<file path="config.mk">
export PLATFORM = sky130hd
export DESIGN_NAME = fnd_scan_decoder
export DESIGN_NICKNAME = d
export VERILOG_FILES = /design/src/rtl/fnd_scan_decoder.sv
export SDC_FILE = /design/constraint.sdc
export NUM_CORES = 1
export LEC_CHECK = 0
export CORE_AREA = 8 8 100 125
export CTS_CLUSTER_DIAMETER = 80
export DETAILED_ROUTE_END_ITERATION = 10
export DIE_AREA = 0 0 108 133
export DONT_BUFFER_PORTS = 1
export PLACE_DENSITY_LB_ADDON = 0.1
export SLEW_MARGIN = 10
export SYNTH_ARGS = -nofsm -noshare
export SYNTH_HDL_FRONTEND = slang
export SYNTH_SLANG_ARGS = --single-unit
</file>
<file path="constraint.sdc">
create_clock -name clk -period 5 [get_ports clk]
set_input_delay 0.5 -clock clk [delete_from_list [all_inputs] [get_ports clk]]
set_output_delay 0.5 -clock clk [all_outputs]
set_load 0.02 [all_outputs]
</file>
<file path="src/rtl/fnd_scan_decoder.sv">
// Receive-side decoder for a 4-digit multiplexed 7-segment bus: waits for each digit to settle,
// decodes it to a nibble and publishes complete frames as hex digits plus a binary value.
module fnd_scan_decoder #(
  parameter int SETTLE_CYCLES = 4,
  parameter int TIMEOUT       = 50_000
) (
  input  logic        clk,
  input  logic        reset,
  input  logic [7:0]  seg,
  input  logic [3:0]  seg_comm,
  output logic [15:0] digits,
  output logic [13:0] value,
  output logic        valid,
  output logic        bcd_err,
  output logic        frame_err,
  output logic        stale
);

  localparam int SW = $clog2(SETTLE_CYCLES + 1);
  localparam int TW = $clog2(TIMEOUT + 1);

  typedef enum logic {COLLECT, PUBLISH} state_t;

  state_t      state, state_n;
  logic [7:0]  seg_p0, seg_p1;
  logic [3:0]  comm_p0, comm_p1;
  logic [SW-1:0] settle_cnt;
  logic [TW-1:0] to_cnt;
  logic [3:0]  mask, mask_n;
  logic [3:0]  nib [4];
  logic [15:0] frame;
  logic        changed, sample, onehot, blank, accept, bad, timeout_hit, publish;
  logic [1:0]  pos;
  logic [4:0]  dec;

  function automatic logic [4:0] decode_seg(input logic [6:0] p);
    case (p)
      7'h40: decode_seg = {1'b1, 4'h0};
      7'h79: decode_seg = {1'b1, 4'h1};
      7'h24: decode_seg = {1'b1, 4'h2};
      7'h30: decode_seg = {1'b1, 4'h3};
      7'h19: decode_seg = {1'b1, 4'h4};
      7'h12: decode_seg = {1'b1, 4'h5};
      7'h02: decode_seg = {1'b1, 4'h6};
      7'h78: decode_seg = {1'b1, 4'h7};
      7'h00: decode_seg = {1'b1, 4'h8};
      7'h10: decode_seg = {1'b1, 4'h9};
      7'h08: decode_seg = {1'b1, 4'hA};
      7'h03: decode_seg = {1'b1, 4'hB};
      7'h46: decode_seg = {1'b1, 4'hC};
      7'h21: decode_seg = {1'b1, 4'hD};
      7'h06: decode_seg = {1'b1, 4'hE};
      7'h0E: decode_seg = {1'b1, 4'hF};
      default: decode_seg = 5'b0;
    endcase
  endfunction

  function automatic logic any_non_bcd(input logic [15:0] d);
    any_non_bcd = (d[15:12] > 4'd9) || (d[11:8] > 4'd9) || (d[7:4] > 4'd9) || (d[3:0] > 4'd9);
  endfunction

  function automatic logic [13:0] to_binary(input logic [15:0] d);
    to_binary = {10'b0, d[15:12]} * 14'd1000 + {10'b0, d[11:8]} * 14'd100
              + {10'b0, d[7:4]} * 14'd10 + {10'b0, d[3:0]};
  endfunction

  // Stage p0: input capture; p1: previous capture used for the stability check
  always_ff @(posedge clk) begin
    seg_p0  <= seg;
    comm_p0 <= seg_comm;
    seg_p1  <= seg_p0;
    comm_p1 <= comm_p0;
  end

  assign changed = (seg_p0 != seg_p1) || (comm_p0 != comm_p1);
  assign sample  = !changed && (settle_cnt == SW'(SETTLE_CYCLES - 1));

  // Counter runs one past the sample point so each dwell yields exactly one sample
  always_ff @(posedge clk or posedge reset) begin
    if (reset) settle_cnt <= '0;
    else if (changed) settle_cnt <= '0;
    else if (settle_cnt != SW'(SETTLE_CYCLES)) settle_cnt <= settle_cnt + 1'b1;
  end

  always_comb begin
    onehot = 1'b1;
    blank  = 1'b0;
    pos    = 2'd0;
    case (comm_p0)
      4'b1110: pos = 2'd0;
      4'b1101: pos = 2'd1;
      4'b1011: pos = 2'd2;
      4'b0111: pos = 2'd3;
      4'b1111: begin onehot = 1'b0; blank = 1'b1; end
      default: onehot = 1'b0;
    endcase
  end

  assign dec         = decode_seg(seg_p0[6:0]);
  assign accept      = sample && onehot && dec[4];
  assign bad         = sample && !blank && !(onehot && dec[4]);
  assign timeout_hit = !accept && (to_cnt == TW'(TIMEOUT - 1));
  assign publish     = (state == PUBLISH);
  assign frame       = {nib[3], nib[2], nib[1], nib[0]};

  always_ff @(posedge clk) begin
    if (accept) nib[pos] <= dec[3:0];
  end

  always_ff @(posedge clk or posedge reset) begin
    if (reset) to_cnt <= '0;
    else if (accept) to_cnt <= '0;
    else if (to_cnt != TW'(TIMEOUT)) to_cnt <= to_cnt + 1'b1;
  end

  always_ff @(posedge clk or posedge reset) begin
    if (reset) begin
      state <= COLLECT;
      mask  <= 4'b0;
    end else begin
      state <= state_n;
      mask  <= mask_n;
    end
  end

  // A repeated position means the previous partial frame is stale: restart from that digit
  always_comb begin
    state_n = state;
    mask_n  = mask;
    case (state)
      COLLECT: begin
        if (accept) begin
          if (mask[pos]) mask_n = 4'b1 << pos;
          else           mask_n = mask | (4'b1 << pos);
          if (mask_n == 4'hF) state_n = PUBLISH;
        end else if (timeout_hit) begin
          mask_n = 4'b0;
        end
      end
      PUBLISH: begin
        state_n = COLLECT;
        mask_n  = accept ? (4'b1 << pos) : 4'b0;
      end
      default: begin
        state_n = COLLECT;
        mask_n  = 4'b0;
      end
    endcase
  end

  // Output register stage
  always_ff @(posedge clk or posedge reset) begin
    if (reset) begin
      digits    <= '0;
      value     <= '0;
      valid     <= 1'b0;
      bcd_err   <= 1'b0;
      frame_err <= 1'b0;
      stale     <= 1'b0;
    end else begin
      valid     <= publish;
      frame_err <= bad && !publish;
      if (publish) begin
        digits  <= frame;
        bcd_err <= any_non_bcd(frame);
        if (!any_non_bcd(frame)) value <= to_binary(frame);
        stale   <= 1'b0;
      end else if (timeout_hit) begin
        stale   <= 1'b1;
      end
    end
  end

endmodule

</file>
==> results.toml <==
[worst_setup_path]
path_cells = "fa_1 -> inv_1 -> fa_1 -> inv_1 -> ha_1 -> a21o_1 -> a21oi_1 -> xnor2_1 -> ha_1 -> ha_1 -> ha_1 -> a2111o_1 -> o21ai_1 -> o21ai_0 -> xnor2_1 -> o21ai_0"
crit_slowest_cell = "fa_1"
end_kind = "register"
crit_arrival_ns = 4.86
timing.critical_path.buf_inv = 2
criticalPathCategory = "reg -> reg"
worstPathRequired_ns = 5.19
start_kind = "register"
path_delay_family = "adder cells"
path_max_fanout = 4
cpMostUsedCell = "ha_1"
max_stage_delay_ns = 0.64

[detailed_routing]
via_per_inst = 5.62
route.detailed.drc = 0
detail_route.wl_per_cell_um = 16.5
vias = 3858
ant_nets = 0
routed_wl_um = 11300
initialDrtViolationCount = 155
firstDrtPassIters = 4

[power]
cellPowerDensity_nw_per_um2 = 248
max-vdd-ir-drop_mv = 0.226
pwr-share-seq_pct = 54.4
p_switching_mw = 0.339
leakagePower_nw = 2.85
pwr-share-clk_pct = 42.5
p_int_mw = 1.20
power_mw = 1.54
p_sw_share_pct = 22.0
power_frac_comb_pct = 3.1

[clock_tree]
cts_max_level = 3
clockRootBuffer = "clkbuf_16"
holdBufCountCts = 0
clk_pin_slew_ns = 0.07
cts_tree = "built"
clockBufferDepth = 2
cts-buffers-inserted = 9
insertion_delay_ns = 0.34
cts_num_sinks = 98

[job]
cap_violations = 0

[yosys]
syn_avg_cell_area_sq_um = 10.6
ys_seq_area_share_pct = 41.2
netlist_area_sq_um = 5860
synthFlopType = "dfrtp_1"
netlist_instances = 553
synth_nets = 643
synth_seq_cells = 98
synth_warnings = 0
synthArstFlopShare_pct = 59.2
synth_cell_types = 61
synth_edf_count = 16

[floorplanning]
num_rows = 42
die-height_um = 133
ioPinCount = 48
initial_core_util_pct = 56.0
die_w_um = 108
core-area_sq_um = 10500
dieArea_sq_um = 14400

[final_layout]
nets = 640
area.sequential_sq_um = 2410
fillers = 880
fin_area_sq_um = 6220
layout-drive-gt1-share_pct = 9.73
syn_to_final_growth_pct = 6.24
diodes = 0
finalCoreUtilization_pct = 59.5
multi_input_area_sq_um = 3160

[sta]
skew_ns = 0.00993
report.final.hold_viol_count = 0
finalSetupViolCount = 0
rsz0062_at_grt = "false"
drv_slew = 0
fmax_mhz = 214
worst_slew_pin_slew_ns = 1.10
min_period_ns = 4.67
fin_crit_sh_pct = 93.4
whs_ns = 0.182
max_slew_margin_pct = 26.9
tns_ns = 0

[place]
place_area_sq_um = 5940
place_congestion = 0.862
dp_hpwl_um = 8550
io_buffers = 0

[global_route]
track_usage_pct = 17.1
grt_pass1_wl_um = 19600
grt_pass1_vias = 4073
antenna_found_initial = 0
overflow = 0
grt_max_degree = 59

[worst_hold_path]
worstHoldPathType = "in -> reg"

[run_status]
status = "finished clean"
cells by family (layout without fill, tap and decap cells):
family                     count (synthesis)  in the layout  synth area share (%)
and+or+nand+nor                          157            157                  14.2
DFF                                       98             98                  41.2
AOI/OAI and AO/OA                         85             85                  9.50
adders and majority gates                 76             76                  18.4
buffers and inverters                     64             66                  4.89
xor gates and xnor gates                  49             49                  7.32
muxes                                     24             24                  4.55
worst paths after layout:
kind	end	slack, ns	startpoint	cells past startpoint
min reg2reg	seg_p1[7]	0.37	seg_p0[7]	0
min	seg_p0[4]	0.18	seg[4]	0
max	value[13]	0.33	nib[3][1]	16
max in group asynchronous	digits[9]	4.26	reset	2
max reg2reg	value[13]	0.33	nib[3][1]	16
min in group asynchronous	valid	0.23	reset	2
power groups by stage:
stage	logic, mW	clock network, mW	registers [mW]
6_report	0.0484	0.654	0.838
4_1_cts	0.0493	0.669	0.838
3_5_place_dp	0.0492	0	0.854
5_1_grt	0.0546	0.701	0.840
3_3_place_gp	0.0480	0	0.853
2_1_floorplan	0.0551	0	0.840
cells in the final DEF, fill, tap and decap left out, types with 5 or more instances in the layout:
cell type  synthesis  final
a21oi_1           26     26
and3_1             6      6
buf_4              2      5
clkbuf_16          0     10
dfrtp_1           58     58
dfxtp_1           24     24
edfxtp_1          16     16
fa_1              17     17
ha_1              59     59
inv_1             45     44
mux2_2            21     21
nand2_1           40     40
nand2b_1           8      8
nand3_1           12     12
nand4_1            8      8
nor2_1            41     41
nor3_1             8      8
o21ai_0           19     18
o21ai_1            4      5
xnor2_1           21     21
xor2_1            28     28
per-layer routing:
layer	up-vias	GRT usage, %	wire (um)
met4	0	7.89	323
met1	1881	18.2	4580
met3	24	3.30	355
met2	57	31.0	6080
met5	-	0	0
li1	1896	-	-
sequential cells by signal (all words and copies together) (netlist names):
register / flops
seg_p0: 8
bcd_err: 1
mask: 4
comm_p1: 4
digits: 16
publish: 1
frame_err: 1
comm_p0: 4
seg_p1: 8
nib: 16
value: 14
settle_cnt: 3
valid: 1
to_cnt: 16
stale: 1
area by class of cell:
type,instances,area share (%)
tap,132,2.65
timing repair buffer,5,0.603
sequential,98,38.8
clock inverter,5,0.422
multi-input combinational,391,50.8
clock buffer,11,4.08
inverter,45,2.71
timing repair:
item,in CTS,in global routing
gates resized for setup,0,1
buffers inserted,0,1
endpoints found under the setup margin,0,1
endpoints found under the hold margin,0,0
Yosys cell counts, types with 3 or more instances:
library cell  instances  area [sq um]
ha_1                 59           738
xnor2_1              21           184
nand4_1               8          50.1
nor4_1                3          18.8
a211oi_1              3          22.5
nand2b_1              8          50.1
buf_2                 7          35.0
nand3_1              12          60.1
inv_1                45           169
o21ai_1               4          20.0
a21oi_1              26           130
nor3_1                8          40.0
o22ai_1               3          18.8
nor4_2                3          37.5
edfxtp_1             16           480
xor2_1               28           245
o21ai_0              19          95.1
a31oi_1               4          25.0
and3_1                6          37.5
a21o_1                4          30.0
buf_6                 4          45.0
or4_1                 3          22.5
dfxtp_1              24           480
nand4b_1              3          26.3
nor3b_1               3          22.5
nand2_1              40           150
o21a_1                3          22.5
mux2i_1               3          30.0
nand3b_1              3          22.5
fa_1                 17           340
clkbuf_1              6          22.5
dfrtp_1              58          1450
mux2_2               21           236
nor2b_1               3          18.8
nor2_1               41           154
per-stage QoR:
step | setup slack, ns | cells
3_3_place_gp | 0.303 | 670
2_1_floorplan | 0.491 | 553
3_5_place_dp | 0.178 | 670
4_1_cts | 0.159 | 686
5_1_grt | 0.0210 | 687
6_report | 0.330 | 687
Note: power is estimated with default switching activity, not from simulation.
